[src/rtl/button_conditioner_pkg.sv]
// Shared types and constants for the push-button conditioner.
// Repeat FSM encodings and released raw levels of each button.
package button_conditioner_pkg;

  typedef enum logic [1:0] {
    RPT_IDLE   = 2'd0,
    RPT_DELAY  = 2'd1,
    RPT_REPEAT = 2'd2
  } rpt_state_t;

  localparam logic START_REL = 1'b0;
  localparam logic NEXTN_REL = 1'b1;

endpackage

[src/rtl/button_conditioner_debounce_channel.sv]
// One button channel: 2-flop synchronizer, counter debounce,
// press-edge detect. REL_LVL is the raw released level (1 = active-low).
module debounce_channel #(
  parameter int   DEBOUNCE_CYCLES = 250,
  parameter int   CNT_W           = 16,
  parameter logic REL_LVL         = 1'b0
) (
  input  logic clk,
  input  logic rst,
  input  logic raw_in,
  output logic db,
  output logic press_p
);

  localparam logic [CNT_W-1:0] LAST = CNT_W'(DEBOUNCE_CYCLES - 1);

  logic             s1;
  logic             s2;
  logic             lvl;
  logic             stable;
  logic             stable_q;
  logic [CNT_W-1:0] cnt;

  // active-high pressed level after synchronization
  assign lvl = s2 ^ REL_LVL;

  always_ff @(posedge clk) begin
    if (!rst) begin
      s1       <= REL_LVL;
      s2       <= REL_LVL;
      stable   <= 1'b0;
      stable_q <= 1'b0;
      cnt      <= '0;
    end else begin
      s1       <= raw_in;
      s2       <= s1;
      stable_q <= stable;
      if (lvl == stable) begin
        cnt <= '0;
      end else if (cnt == LAST) begin
        stable <= lvl;
        cnt    <= '0;
      end else begin
        cnt <= cnt + 1'b1;
      end
    end
  end

  assign db      = stable;
  assign press_p = stable & ~stable_q;

endmodule

[src/rtl/button_conditioner.sv]
// Conditions the start and next buttons for babbage:
// debounced levels, press pulses, auto-repeat on next.
module button_conditioner
  import button_conditioner_pkg::*;
#(
  parameter int DEBOUNCE_CYCLES = 250,
  parameter int REPEAT_DELAY    = 500,
  parameter int REPEAT_PERIOD   = 100,
  parameter bit REPEAT_EN       = 1'b1,
  parameter int CNT_W           = 16
) (
  input  logic clk,
  input  logic rst,
  input  logic start_raw,
  input  logic nextn_raw,
  output logic start_p,
  output logic next_p,
  output logic start_db,
  output logic next_db
);

  localparam logic [CNT_W-1:0] DLY_LAST = CNT_W'(REPEAT_DELAY - 1);
  localparam logic [CNT_W-1:0] PER_LAST = CNT_W'(REPEAT_PERIOD - 1);

  rpt_state_t       st;
  logic [CNT_W-1:0] rcnt;
  logic             next_press;
  logic             rpt_fire;

  debounce_channel #(
    .DEBOUNCE_CYCLES(DEBOUNCE_CYCLES),
    .CNT_W          (CNT_W),
    .REL_LVL        (START_REL)
  ) u_start (
    .clk    (clk),
    .rst    (rst),
    .raw_in (start_raw),
    .db     (start_db),
    .press_p(start_p)
  );

  debounce_channel #(
    .DEBOUNCE_CYCLES(DEBOUNCE_CYCLES),
    .CNT_W          (CNT_W),
    .REL_LVL        (NEXTN_REL)
  ) u_next (
    .clk    (clk),
    .rst    (rst),
    .raw_in (nextn_raw),
    .db     (next_db),
    .press_p(next_press)
  );

  // gated by next_db so the release cycle never repeats
  assign rpt_fire = next_db &&
    ((st == RPT_DELAY  && rcnt == DLY_LAST) ||
     (st == RPT_REPEAT && rcnt == PER_LAST));

  always_ff @(posedge clk) begin
    if (!rst) begin
      st   <= RPT_IDLE;
      rcnt <= '0;
    end else if (!next_db) begin
      st   <= RPT_IDLE;
      rcnt <= '0;
    end else begin
      unique case (st)
        RPT_IDLE: begin
          rcnt <= '0;
          if (next_press && REPEAT_EN)
            st <= RPT_DELAY;
        end
        RPT_DELAY: begin
          if (rcnt == DLY_LAST) begin
            st   <= RPT_REPEAT;
            rcnt <= '0;
          end else begin
            rcnt <= rcnt + 1'b1;
          end
        end
        RPT_REPEAT: begin
          if (rcnt == PER_LAST)
            rcnt <= '0;
          else
            rcnt <= rcnt + 1'b1;
        end
        default: begin
          st   <= RPT_IDLE;
          rcnt <= '0;
        end
      endcase
    end
  end

  assign next_p = next_press | rpt_fire;

endmodule

[config.mk]
export PLATFORM = sky130hd
export DESIGN_NAME = button_conditioner
export DESIGN_NICKNAME = d
export VERILOG_FILES = /design/src/rtl/button_conditioner_pkg.sv /design/src/rtl/button_conditioner_debounce_channel.sv /design/src/rtl/button_conditioner.sv
export SDC_FILE = /design/constraint.sdc
export NUM_CORES = 1
export LEC_CHECK = 0
export CAP_MARGIN = 40
export CORE_ASPECT_RATIO = 1.75
export CORE_MARGIN = 3
export CORE_UTILIZATION = 50
export CTS_BUF_LIST = sky130_fd_sc_hd__clkbuf_16
export DETAILED_ROUTE_END_ITERATION = 8
export PLACE_DENSITY = 0.67
export SLEW_MARGIN = 15
export SYNTH_ARGS = -nofsm -noshare
export SYNTH_HDL_FRONTEND = slang
export SYNTH_SLANG_ARGS = --single-unit
[constraint.sdc]
create_clock -name clk -period 4.14 [get_ports clk]
set_input_delay 0.828 -clock clk [delete_from_list [all_inputs] [get_ports clk]]
set_output_delay 0.828 -clock clk [all_outputs]
set_load 0.05 [all_outputs]
Word-level counts from Yosys, hierarchy flattened
Cells that the tools add are included.

Register bits: 58. Bits of input ports: 4. Output and inout port bits: 4. Logic and storage cells: 52.

Add/sub/neg operators: 3. Equality and inequality tests: 10. Muxes and demuxes: 6. Bitwise operators: 10. Reductions and logical operators: 11.

Operators by type and width (count): adder 16 x 1 -> 16 bit, second input constant (3); == test 16 x 8 -> 1 bit, second input constant (2); two-way mux 16 bit (2); case mux 16 bit (2 select lines) (1); == test 16 x 7 -> 1 bit, second input constant (1); == test 16 x 9 -> 1 bit, second input constant (1); inverter 1 bit (7); case mux 2 bit (3 select lines) (1); AND reduction 2 bit (3); OR reduction 3 bit (2); two-way mux 2 bit (2); logical AND 1 bit (3); AND reduction 3 bit (1); bitwise AND 1 bit (2); == test 1 bit (2); == test 2 x 1 -> 1 bit, second input constant (1); == test 2 bit, second input constant (1); logical NOT 2 bit (1); inequality test 2 x 1 -> 1 bit, second input constant (1); inequality test 2 bit, second input constant (1); logical OR 1 bit (1); bitwise OR 1 bit (1).

Depth between registers and ports, before layout
Depth after elaboration: 5. Depth in mapped cells: 7. Depth with buffers taken out: 6.

Hierarchy
From an unflattened synthesis, not the netlist that was laid out.

Cell total of the unflattened synthesis: 288. Area total of the unflattened synthesis: 2695.1 um^2.

By module, submodules not included: button_conditioner (instances 1, cells each 105, area an instance 948.4 um^2, sequential area each 360.3 um^2); debounce_channel (u_next) (instances 1, cells each 92, area an instance 873.3 um^2, sequential area each 400.4 um^2); debounce_channel (u_start) (instances 1, cells each 91, area an instance 873.3 um^2, sequential area each 400.4 um^2).

Worst setup path after synthesis
OpenSTA, ideal clock, no wires.

Path kind: reg2out. From: register rcnt[0]. To: output port next_p. Arrival time: 2.379 ns. Required time: 3.312 ns. Path slack: 0.933 ns. Cell stages (with the launch flop): 6. Buffers on the path: 0. Path through: dfxtp_1 -> ha_1 -> or4b_4 -> nor4_1 -> nand2_1 -> a31oi_1.

Longest elaborated chain between the ends: 5. Elaborated cells on any way between the ends: 7. Those cells by class: eq/ne: 2; bitwise: 1; reduce/logical: 4.

RTL lines: start: declaration (RTL line button_conditioner.sv:26) `logic [CNT_W-1:0] rcnt;`; start signal: assignment (RTL line button_conditioner.sv:78) `rcnt <= rcnt + 1'b1;`; start signal: assignment (RTL line button_conditioner.sv:85) `rcnt <= rcnt + 1'b1;`; == test 16 x 9 -> 1 bit or == test 16 x 7 -> 1 bit (tied branches) (RTL line button_conditioner.sv:56, button_conditioner.sv:57); logical AND 1 bit (on tied branches) (RTL line button_conditioner.sv:56, button_conditioner.sv:57); logical OR 1 bit (*) (RTL line button_conditioner.sv:56) `((st == RPT_DELAY && rcnt == DLY_LAST) ||`; logical AND 1 bit (*) (RTL line button_conditioner.sv:55) `assign rpt_fire = next_db &&`; bitwise OR 1 bit (*) (RTL line button_conditioner.sv:95) `assign next_p = next_press | rpt_fire;`; end: declaration (RTL line button_conditioner.sv:17) `output logic next_p,`.

Mark *: on every way between the ends. The rest lies on a longest branch, timed or not.

Worst setup path in the final report
Same ends and word-level chain as after synthesis.

==> metrics.md <==
| Metric | Value |
|---|---|
| Result of the run | `finished, final reports clean` |
| DP HPWL | `3.217 mm` |
| Non-filler cells in the finished layout | `362` |
| Cell area after synthesis | `2611 um2` |
| Vertical die dimension | `101.6 um` |
| Pin count of the biggest net entering global routing | `17` |
| Number of antenna violations at the first check in global routing | `0` |
| Width of the die | `60.63 um` |
| Net count of the finished layout | `315` |
| Data required time at the worst endpoint | `3.31 ns` |
| Maximum resistive drop on vdd | `0.0003688 V` |
| Effective utilization at floorplan | `0.5202` |
| Max Transition Viols Final | `0` |
| Count of unresolved DRC violations after routing | `0` |
| Overall track demand over capacity in global routing | `0.1682` |
| Average cell area after synthesis | `9.035 um2` |
| Count of buffers added by post-CTS timing repair for setup | `0` |
| Placer Congestion | `0.8001` |
| Routed len/inst | `12.43 um` |
| Starting DRC count in detailed routing | `101` |
| Worst hold path class | `reg -> reg` |
| Number of detailed-route iterations in the first pass | `4` |
| Number of buffers inserted during clock tree synthesis | `9` |
| Synthesis-to-layout area growth | `16.00%` |
| Share of the synthesized area in compound gates (AO/OA/AOI/OAI) | `0.01965` |
| Hold_buf cts | `0` |
| Number of global-route vias before repair | `1879` |
| Area taken by multi-input logic gates | `1375 um2` |
| Worst setup path class | `reg -> out` |
| Ratio of total power to cell area | `437.4 nW/um2` |
| Overflow after GRT | `0` |
| Vias after detailed routing | `1971` |
| Transition time of the tightest slew-check pin | `0.6137 ns` |
| TritonCTS clock tree | `built` |
| Cell count of the worst hold path | `1` |
| Total setup violations reported at the end of the flow | `0` |
| Simple logic cell fraction of the synthesized area | `0.3172` |
| Detailed-route wire length | `4.500 mm` |
| First-pass GRT wire length | `7.893 mm` |
| Achievable clock frequency | `264.7 MHz` |
| Area of the core region | `5020 um2` |
| Final hold viol count | `0` |
| Leakage Power | `0.0009228 uW` |
| Number of maximum-capacitance constraint violations | `0` |
| Max clock buf depth | `2` |
| Antenna Cells | `0` |
| Critical path capture point type | `primary output` |
| H-tree Lvls | `3` |
| Post-synthesis sequential element count | `58` |
| Hold WS | `0.4189 ns` |
| PortBufs | `7` |
| Filler cell count in the final layout | `434` |
| Post-detailed-route count of antenna-violating nets | `0` |
| Setup repair after global routing missed its margin | `false` |
| Worst relative slew slack | `0.5897` |
| Period minus WS final | `3.777 ns` |
| Largest family of logic cells by synthesized area | `simple AND/OR/NAND/NOR gates` |
| Crit path launch type | `flop` |
| # IOs | `8` |
| Post-synth cell types | `34` |
| Portion of netlist area occupied by mux cells | `0.003833` |
| Clk root buf | `clkbuf_16` |
| Final cycle utilization of the critical path | `0.9124` |
| Synth Net Count | `301` |
| Die footprint | `6160 um2` |
| Placed Instances | `346` |
| Flip-flop and latch area | `1161 um2` |
| Area share of xor/xnor cells in the synthesized design | `0.1476` |
| Fraction of final layout cells with drive strength greater than 1 | `0.06818` |
| Number of cells produced by synthesis | `289` |
| Share of synthesized cell area in full adder, half adder and majority cells | `0.03833` |
| Data arrival time of the worst path | `2.95 ns` |
| Post-CTS Resized | `0` |
| Routed vias/inst | `5.445` |
| Later-pin clock latency in the skew report | `0.31 ns` |
| CTS clk-pin slew, worst paths | `0.05 ns` |
| Share of the yosys chip area belonging to registers | `0.4447` |
| Warning count from the yosys run | `0` |
| Final setup TNS | `0 ns` |
| Placement row count | `34` |
| Register-to-Register Path Depth | `5` |
| Layout Skew | `0.004515 ns` |
| Sinks on the clock net | `58` |
| Maximum net fanout on the critical path | `5` |
-- Yosys cell counts, drive strengths merged --
master | instances | area (um2)
xnor2 | 32 | 280.3
dfxtp | 58 | 1161
a21oi | 2 | 10.01
buf | 2 | 22.52
clkbuf | 2 | 7.510
inv | 12 | 45.04
or3b | 1 | 8.760
ha | 8 | 100.1
or4b | 2 | 23.77
nor3 | 9 | 45.04
nand4b | 3 | 26.28
and4 | 3 | 26.28
and2 | 5 | 31.28
nor2b | 1 | 6.260
nor4b | 1 | 8.760
o21ai | 2 | 10.01
or3 | 1 | 6.260
a21o | 1 | 7.510
nor4 | 15 | 108.9
nand4 | 16 | 100.1
mux2i | 1 | 10.01
o22a | 1 | 17.52
nor3b | 1 | 7.510
or4 | 4 | 37.53
nand2 | 16 | 60.06
nor2 | 56 | 210.2
xor2 | 12 | 105.1
a31oi | 1 | 6.260
nand3 | 18 | 102.6
nand2b | 3 | 18.77
-- per-stage QoR --
| stage | util | worst slack [ns] | instance area, um2 | total power [uW] |
|---|---|---|---|---|
| 2_1_floorplan | - | 0.9332 | 2611 | 579.4 |
| 3_3_place_gp | 0.5416 | 0.7597 | 2719 | 585.3 |
| 3_5_place_dp | 0.5416 | 0.6877 | 2719 | 585.1 |
| 4_1_cts | 0.6034 | 0.3490 | 3029 | 1343 |
| 5_1_grt | 0.6034 | 0.1572 | 3029 | 1366 |
| 6_report | 0.6034 | 0.3626 | 3029 | 1325 |
-- flip-flops by register name, summed over array words and instances (netlist names) --
name,flops
rcnt,16
st,2
u_next.cnt,16
u_next.db,1
u_next.s1,1
u_next.s2,1
u_next.stable_q,1
u_start.cnt,16
u_start.db,1
u_start.lvl,1
u_start.s1,1
u_start.stable_q,1
-- path summary, 6_finish.rpt --
kind	start	endpoint	slack [ns]
setup reg to reg	rcnt[0]	rcnt[6]	2.07
setup / recovery	rcnt[0]	next_p	0.36
hold reg to reg	u_next.s1	u_next.s2	0.42
hold / removal	u_next.s1	u_next.s2	0.42
-- worst max-delay path, cell delays in order (launching register included) --
cell             delay, ns
dfxtp_1               0.39
ha_1                  0.22
or4b_4                0.49
nor4_1                0.45
nand2_1               0.10
a31oi_1               0.17
clkdlybuf4s50_1       0.82
-- where the power goes --
part           switching (uW)  internal [uW]  leakage, uW
logic                    5.65           4.76     0.000301
registers                1.54            562     0.000468
clock network             233            519     0.000154
total                     240           1080     0.000923
-- layout make-up --
cell class | count | area share
sequential | 58 | 0.3833
timing repair buffer | 7 | 0.02313
clock buffer | 9 | 0.07435
inverter | 12 | 0.01487
multi-input combinational | 215 | 0.4539
tap | 54 | 0.02230
clock inverter | 7 | 0.02809
-- cells in the final DEF, fill, tap and decap left out, types with 2 or more instances in the layout --
cell and n:
clkdlybuf4s50_1 7, nand3_1 17, or4_1 2, xnor2_1 32, nand2_1 16, clkbuf_16 9, clkinv_2 2, bufinv_16 2
or4_4 2, nand4_1 16, and2_1 5, nor3_1 9, dfxtp_1 58, and4_1 3, xor2_1 12, nor2_1 56
ha_1 8, inv_1 13, nand4b_1 3, nor4_1 14, a21oi_1 2, nand2b_1 3, o21ai_0 2
-- routing by layer --
metal	global-route usage	wire length [um]	up-vias
met2	0.2861	2326	25
met3	0.04209	134	10
li1	-	-	1025
met4	0.09349	133	0
met5	0	0	-
met1	0.1838	1906	911
-- cells by family after synthesis --
kind of cell,count (synthesis)
xor gates and xnor gates,44
adders and majority gates,8
muxes,1
DFF,58
buffers and inverters,16
AOI/OAI and AO/OA,7
and+or+nand+nor,155
No activity file was read; power rests on OpenSTA's default activity.
